===== src/rtl/muldiv_unit_if.sv =====
// Request/response bundle between the execute-stage hazard logic and muldiv_unit.
interface muldiv_unit_if #(
  parameter int unsigned DATA_WIDTH = 32
);
  logic                  start;
  logic [2:0]            op;
  logic [DATA_WIDTH-1:0] src_a;
  logic [DATA_WIDTH-1:0] src_b;
  logic                  flush;
  logic                  busy;
  logic                  done;
  logic [DATA_WIDTH-1:0] result;

  modport master (output start, op, src_a, src_b, flush, input busy, done, result);
  modport slave  (input start, op, src_a, src_b, flush, output busy, done, result);
endinterface


===== src/rtl/muldiv_unit.sv =====
// Iterative RV32M multiply/divide unit: shift-add multiply, restoring divide on magnitudes.
// MULDIV_FAST_MUL_EN: multiplies use a combinational multiplier and skip the iteration.
module muldiv_unit #(
  parameter int unsigned DATA_WIDTH = 32,
  parameter int unsigned CNT_WIDTH  = $clog2(DATA_WIDTH) + 1
) (
  input logic          clk,
  input logic          rst,
  muldiv_unit_if.slave bus
);
  localparam int unsigned DW = DATA_WIDTH;
  localparam int unsigned PW = 2 * DATA_WIDTH;

  localparam logic [2:0] OP_MUL    = 3'b000;
  localparam logic [2:0] OP_MULH   = 3'b001;
  localparam logic [2:0] OP_MULHSU = 3'b010;
  localparam logic [2:0] OP_DIV    = 3'b100;
  localparam logic [2:0] OP_DIVU   = 3'b101;
  localparam logic [2:0] OP_REM    = 3'b110;
  localparam logic [2:0] OP_REMU   = 3'b111;

  typedef enum logic [1:0] {S_IDLE, S_CALC, S_FINISH} state_e;

  state_e               state_q, state_d;
  logic [CNT_WIDTH-1:0] cnt_q, cnt_d;
  logic [2:0]           op_q, op_d;
  logic                 neg_q, neg_d;
  logic [DW-1:0]        opnd_q, opnd_d;
  logic [DW-1:0]        hi_q, hi_d;
  logic [DW-1:0]        lo_q, lo_d;
  logic                 busy_q, busy_d;
  logic                 done_q, done_d;
  logic [DW-1:0]        result_q, result_d;

  logic          accept_c, direct_c, is_div_in, a_signed, b_signed;
  logic          sign_a, sign_b, b_zero, div_ovf, special;
  logic [DW-1:0] mag_a, mag_b;
  logic [DW:0]   add_sum, div_shift, div_diff;
  logic [PW-1:0] prod, prod_fix;
  logic [DW-1:0] quo_fix, rem_fix, fin_val;

  // Operand decode at the request boundary
  always_comb begin
    is_div_in = bus.op[2];
    a_signed  = (bus.op == OP_MULH) || (bus.op == OP_MULHSU) ||
                (bus.op == OP_DIV)  || (bus.op == OP_REM);
    b_signed  = (bus.op == OP_MULH) || (bus.op == OP_DIV) || (bus.op == OP_REM);
    sign_a    = a_signed & bus.src_a[DW-1];
    sign_b    = b_signed & bus.src_b[DW-1];
    mag_a     = sign_a ? DW'(-bus.src_a) : bus.src_a;
    mag_b     = sign_b ? DW'(-bus.src_b) : bus.src_b;
    b_zero    = (bus.src_b == '0);
    div_ovf   = b_signed && (bus.src_a == {1'b1, {(DW-1){1'b0}}}) && (bus.src_b == '1);
    special   = is_div_in && (b_zero || div_ovf);
    accept_c  = (state_q == S_IDLE) && bus.start && !bus.flush && !done_q;
`ifdef MULDIV_FAST_MUL_EN
    direct_c  = special || !is_div_in;
`else
    direct_c  = special;
`endif
  end

  // Iteration step and final sign correction
  always_comb begin
    add_sum   = {1'b0, hi_q} + (lo_q[0] ? {1'b0, opnd_q} : '0);
    div_shift = {hi_q, lo_q[DW-1]};
    div_diff  = div_shift - {1'b0, opnd_q};
    prod      = {hi_q, lo_q};
    prod_fix  = neg_q ? PW'(-prod) : prod;
    quo_fix   = neg_q ? DW'(-lo_q) : lo_q;
    rem_fix   = neg_q ? DW'(-hi_q) : hi_q;
    case (op_q)
      OP_DIV, OP_DIVU: fin_val = quo_fix;
      OP_REM, OP_REMU: fin_val = rem_fix;
      OP_MUL:          fin_val = prod_fix[DW-1:0];
      default:         fin_val = prod_fix[PW-1:DW];
    endcase
  end

  // Datapath registers; special cases preload hi/lo so the final mux yields the fixed answer
  always_comb begin
    op_d   = op_q;
    neg_d  = neg_q;
    opnd_d = opnd_q;
    hi_d   = hi_q;
    lo_d   = lo_q;
    cnt_d  = cnt_q;
    if (bus.flush) begin
      cnt_d = '0;
    end else if (accept_c) begin
      op_d  = bus.op;
      cnt_d = CNT_WIDTH'(DW);
      if (is_div_in) begin
        neg_d  = bus.op[1] ? sign_a : (sign_a ^ sign_b);
        opnd_d = mag_b;
        hi_d   = '0;
        lo_d   = mag_a;
        if (b_zero) begin
          neg_d = 1'b0;
          hi_d  = bus.src_a;
          lo_d  = '1;
        end else if (div_ovf) begin
          neg_d = 1'b0;
          hi_d  = '0;
          lo_d  = bus.src_a;
        end
      end else begin
        neg_d  = sign_a ^ sign_b;
        opnd_d = mag_a;
        hi_d   = '0;
        lo_d   = mag_b;
`ifdef MULDIV_FAST_MUL_EN
        {hi_d, lo_d} = PW'(mag_a) * PW'(mag_b);
`endif
      end
    end else if (state_q == S_CALC) begin
      cnt_d = cnt_q - CNT_WIDTH'(1);
      if (op_q[2]) begin
        if (!div_diff[DW]) begin
          hi_d = div_diff[DW-1:0];
          lo_d = {lo_q[DW-2:0], 1'b1};
        end else begin
          hi_d = div_shift[DW-1:0];
          lo_d = {lo_q[DW-2:0], 1'b0};
        end
      end else begin
        hi_d = add_sum[DW:1];
        lo_d = {add_sum[0], lo_q[DW-1:1]};
      end
    end
  end

  // Next-state logic
  always_comb begin
    state_d = state_q;
    if (bus.flush) begin
      state_d = S_IDLE;
    end else begin
      case (state_q)
        S_IDLE:   if (accept_c) state_d = direct_c ? S_FINISH : S_CALC;
        S_CALC:   if (cnt_q == CNT_WIDTH'(1)) state_d = S_FINISH;
        S_FINISH: state_d = S_IDLE;
        default:  state_d = S_IDLE;
      endcase
    end
  end

  // Registered handshake outputs
  always_comb begin
    busy_d   = (state_d != S_IDLE);
    done_d   = (state_q == S_FINISH) && !bus.flush;
    result_d = done_d ? fin_val : result_q;
  end

  always_ff @(posedge clk) begin
    if (rst) begin
      state_q  <= S_IDLE;
      cnt_q    <= '0;
      op_q     <= '0;
      neg_q    <= 1'b0;
      opnd_q   <= '0;
      hi_q     <= '0;
      lo_q     <= '0;
      busy_q   <= 1'b0;
      done_q   <= 1'b0;
      result_q <= '0;
    end else begin
      state_q  <= state_d;
      cnt_q    <= cnt_d;
      op_q     <= op_d;
      neg_q    <= neg_d;
      opnd_q   <= opnd_d;
      hi_q     <= hi_d;
      lo_q     <= lo_d;
      busy_q   <= busy_d;
      done_q   <= done_d;
      result_q <= result_d;
    end
  end

  assign bus.busy   = busy_q;
  assign bus.done   = done_q;
  assign bus.result = result_q;
endmodule


===== src/flat_wrapper.sv =====
// flat-port wrapper written by rule: the top's interface ports become plain ports
module muldiv_unit_flat 
#(
  parameter int unsigned DATA_WIDTH = 32,
  parameter int unsigned CNT_WIDTH  = $clog2(DATA_WIDTH) + 1
)
  (clk, rst, bus_start, bus_op, bus_src_a, bus_src_b, bus_flush, bus_busy, bus_done, bus_result);
  muldiv_unit_if #(.DATA_WIDTH(DATA_WIDTH)) bus_i ();
  input logic clk;
  input logic rst;
  input wire logic [$bits(bus_i.start)-1:0] bus_start;
  input wire logic [$bits(bus_i.op)-1:0] bus_op;
  input wire logic [$bits(bus_i.src_a)-1:0] bus_src_a;
  input wire logic [$bits(bus_i.src_b)-1:0] bus_src_b;
  input wire logic [$bits(bus_i.flush)-1:0] bus_flush;
  output wire logic [$bits(bus_i.busy)-1:0] bus_busy;
  output wire logic [$bits(bus_i.done)-1:0] bus_done;
  output wire logic [$bits(bus_i.result)-1:0] bus_result;
  assign bus_i.start = bus_start;
  assign bus_i.op = bus_op;
  assign bus_i.src_a = bus_src_a;
  assign bus_i.src_b = bus_src_b;
  assign bus_i.flush = bus_flush;
  assign bus_busy = bus_i.busy;
  assign bus_done = bus_i.done;
  assign bus_result = bus_i.result;
  muldiv_unit #(.DATA_WIDTH(DATA_WIDTH), .CNT_WIDTH(CNT_WIDTH)) u_core (.clk(clk), .rst(rst), .bus(bus_i));
endmodule

===== config.mk =====
export PLATFORM = sky130hd
export DESIGN_NAME = muldiv_unit_flat
export DESIGN_NICKNAME = d
export VERILOG_FILES = /design/src/rtl/muldiv_unit_if.sv /design/src/rtl/muldiv_unit.sv /design/src/flat_wrapper.sv
export SDC_FILE = /design/constraint.sdc
export NUM_CORES = 1
export LEC_CHECK = 0
export BUFFER_PORTS_ARGS = -buffer_cell sky130_fd_sc_hd__clkbuf_2
export CAP_MARGIN = 20
export CORE_MARGIN = 5
export CORE_UTILIZATION = 55
export CTS_BUF_LIST = sky130_fd_sc_hd__clkbuf_8
export CTS_CLUSTER_DIAMETER = 80
export DETAILED_ROUTE_END_ITERATION = 7
export GPL_TIMING_DRIVEN = 0
export PLACE_DENSITY = 0.71
export SYNTH_ARGS = -nofsm -noshare
export SYNTH_HDL_FRONTEND = slang
export SYNTH_SLANG_ARGS = --single-unit

===== constraint.sdc =====
create_clock -name clk -period 4.6 [get_ports clk]
set_input_delay 0.23 -clock clk [delete_from_list [all_inputs] [get_ports clk]]
set_output_delay 0.23 -clock clk [all_outputs]
set_load 0.03 [all_outputs]

==> results_dict.tcl <==
set metrics [dict create \
    run_status "finished, violations left" \
    violations "DRC, setup timing" \
    grt_overflow 0 \
    port_buffers 104 \
    die_h_microns 172.6 \
    layout.nets 2326 \
    synth_xor_area_share_pct 10.42 \
    cp-start-kind "register" \
    cp.required_ps 4920 \
    maxSlewViolCount 0 \
    yosysTopAreaCellShare_pct 19.55 \
    fin_area_sq_um 15970 \
    critPathMaxFanout 10 \
    hp-class "input port to register" \
    die_area_sq_um 29790 \
    cts_tree "done" \
    clk_pin_slew_ps 110 \
    synthTopCellsByArea "dfxtp_1, nor2_1, a21oi_1" \
    clock_latency_ps 490 \
    tightestPinTransition_ps 1238 \
    setup_ws_ps -13.54 \
    finClkSkew_ps 24.80 \
    yosysSeqAreaShare_pct 19.55 \
    synth_top_family_by_area "compound AO/OA/AOI/OAI gates" \
    fp.dieW_microns 172.6 \
    numClockSinks 142 \
    clockRootBuffer "clkbuf_8" \
    drtIter0Drc 2867 \
    finalSetupViolations 1 \
    drive_above_1_share_pct 8.929 \
    internal_power_uw 2402 \
    vdd_drop_max_v 0.0001648 \
    hold_violations 0 \
    drc_errors 17 \
    n_antenna_cell 0 \
    holdWs_ps 176.4 \
    clockBufferDepth 2 \
    io_pins 105 \
    seq_power_share_pct 31.2 \
    pwr-share-comb_pct 44.2 \
    worst_setup_path_end_kind "register" \
    critPathKind "register to register" \
    vias 17800 \
    synth.mux.area_fraction_pct 4.217 \
    synth_compound_area_share_pct 30.61 \
    dpl.hpwl_microns 52580 \
    cts_made_buffers 17 \
    area_growth_syn_to_layout_pct 9.818 \
    sw_frac_of_total_pct 46.91 \
    dpl-instance-area_sq_um 15490 \
    grt_usage_pct 42.31 \
    maxSlewHeadroom_pct 16.44 \
    synth_edf_count 0 \
    yosysTopAreaCell "dfxtp_1" \
    fin_crit_ps 4614 \
    core_sq_um 26060 \
    wl_per_cell_microns 26.60 \
    syn_inst 2055 \
    grt_max_degree 19 \
    ys_types 80 \
    nFillCells 2558 \
    yosysMostFrequentCell "nor2_1" \
    p_clk_share_pct 24.5 \
    htree_num_levels 4 \
    initial_core_util_pct 55.80 \
    synth_nets 2199 \
    synthArstFlopShare_pct 0 \
    syn_avg_cell_area_sq_um 7.076 \
    yosys_warnings 0 \
    grt_setup_unrepaired "false" \
    crit_arrival_ps 4940 \
    ant_nets 0 \
    antenna_found_initial 1 \
    p_switching_uw 2123 \
    synth_seq_cells 142 \
    period_share_pct 100.3 \
    synth-adder-area-share_pct 6.385 \
    drt_pass1_iterations 8 \
    drt-total-wl_microns 67300 \
    grt_pass1_wl_microns 98950 \
    power_density_nw_per_um2 283.4 \
    syn_area_sq_um 14540 \
    p_leak_uw 0.005925 \
    fmax_mhz 216.8 \
    ys_dominant_reg_cell "dfxtp_1" \
    avgViaCountPerCell 7.036 \
    std_cell_rows 59 \
    synthSimpleGateAreaFrac_pct 23.04 \
    gp_congestion 1.083 \
    grt_pass1_vias 16110 \
    synth_common_cells "nor2_1, a21oi_1, nand2_1" \
    drv_cap 0 \
]
==> cells in the final DEF, fill, tap and decap left out, drive strengths merged, types with 7 or more instances in the layout <==
master,n
mux2i,41
nand4,22
clkinv,7
a211oi,52
a211o,10
or2,7
ha,71
a2111oi,14
a221oi,21
a31oi,20
or3,20
buf,25
mux2,16
o22ai,12
nand3,46
a21o,24
o21ai,143
xnor2,107
nor3,58
clkbuf,242
nor3b,8
o41ai,13
o21a,14
o21bai,11
a311oi,21
xor2,66
o211ai,25
o221ai,15
o31ai,38
and2,16
or4,17
a21oi,192
nand2b,16
nor4,27
nand2,172
inv,77
and3,20
dfxtp,142
a22oi,14
nor2,268
==> critical path: stages, from the launching register on <==
cell and delay [ps]:
dfxtp_1 390, inv_1 400, buf_1 560, ha_1 290
and2_0 130, clkbuf_1 260, nand4_1 180, or4_1 440
buf_2 200, and3_4 200, buf_6 130, o311ai_0 1030
a311oi_1 230
==> final timing paths <==
check	startpoint	depth (start not counted)	slack, ps	end
worst max-delay path	u_core.lo_q[0]$_SDFFE_PP0P_	12	-10	u_core.bus.result[20]$_SDFFE_PP0P_
worst min-delay path	bus_src_a[23]	3	180	u_core.hi_q[23]$_SDFFE_PP0P_
worst max register to register	u_core.lo_q[0]$_SDFFE_PP0P_	12	-10	u_core.bus.result[20]$_SDFFE_PP0P_
worst min register to register	u_core.bus.result[23]$_SDFFE_PP0P_	2	450	u_core.bus.result[23]$_SDFFE_PP0P_
==> through the flow <==
stage | setup slack (ps) | total power [uW] | util (%) | TNS, ps | std cells
6_report | -13.54 | 4525 | 61.28 | -13.54 | 2530
5_1_grt | 7.739 | 4661 | 61.28 | 0 | 2530
4_1_cts | 22.98 | 4385 | 61.11 | 0 | 2528
3_5_place_dp | -425.1 | 3304 | 59.44 | -5983 | 2495
3_3_place_gp | -437.6 | 3279 | 59.40 | -5999 | 2494
2_1_floorplan | 1155 | 2693 | - | 0 | 2055
==> what timing repair did <==
| action | 4_1_cts | 5_1_grt |
|---|---|---|
| endpoints found under the setup margin | 25 | 26 |
| pin swaps | 0 | 1 |
| gates resized for setup | 5 | 7 |
| hold buffers | 1 | 0 |
| setup buffers | 0 | 1 |
| hold endpoints to repair | 2 | 0 |
==> sequential cells by signal (all words and copies together), names as in the netlist <==
name               flops
u_core.op_q            3
u_core.bus.busy        1
u_core.cnt_q           6
u_core.bus.done        1
u_core.neg_q           1
u_core.bus.result     32
u_core.state_q         2
u_core.hi_q           32
u_core.opnd_q         32
u_core.lo_q           32
==> per-layer routing <==
| layer | global-route usage, % | up-vias | wire length, microns |
|---|---|---|---|
| met2 | 62.02 | 1467 | 27750 |
| met3 | 10.44 | 330 | 8899 |
| met1 | 55.37 | 8201 | 25070 |
| met5 | 0 | - | 7 |
| met4 | 27.24 | 2 | 5566 |
| li1 | - | 7802 | - |
==> power groups by stage <==
stage                     Sequential [uW]  Combinational, uW  Clock (uW)
after floorplan                      1380               1310           0
final                                1410               2000        1110
after CTS                            1400               1890        1090
after detailed placement             1430               1870           0
after global placement               1430               1850           0
after global routing                 1410               2110        1140
==> logic make-up (layout without fill, tap and decap cells) <==
group / count (synthesis) / count (layout)
compound gates: 679 / 679
mux: 58 / 58
xor+xnor: 173 / 173
flops: 142 / 142
fa+ha+maj: 73 / 73
buf+inv: 214 / 354
simple gates: 716 / 716
==> final cells by class <==
cell class / instances / area, sq um / share of cell area [%]
multi-input cells: 1699 / 10890 / 68.21
repair buffers: 108 / 553.0 / 3.463
clock buffers: 17 / 234.0 / 1.465
well taps: 335 / 419.2 / 2.625
plain buffers: 144 / 583.1 / 3.651
inverters: 70 / 262.8 / 1.646
clock inverters: 15 / 180.2 / 1.128
flip-flops and latches: 142 / 2844 / 17.81
Power figures use the tool's default switching activity.
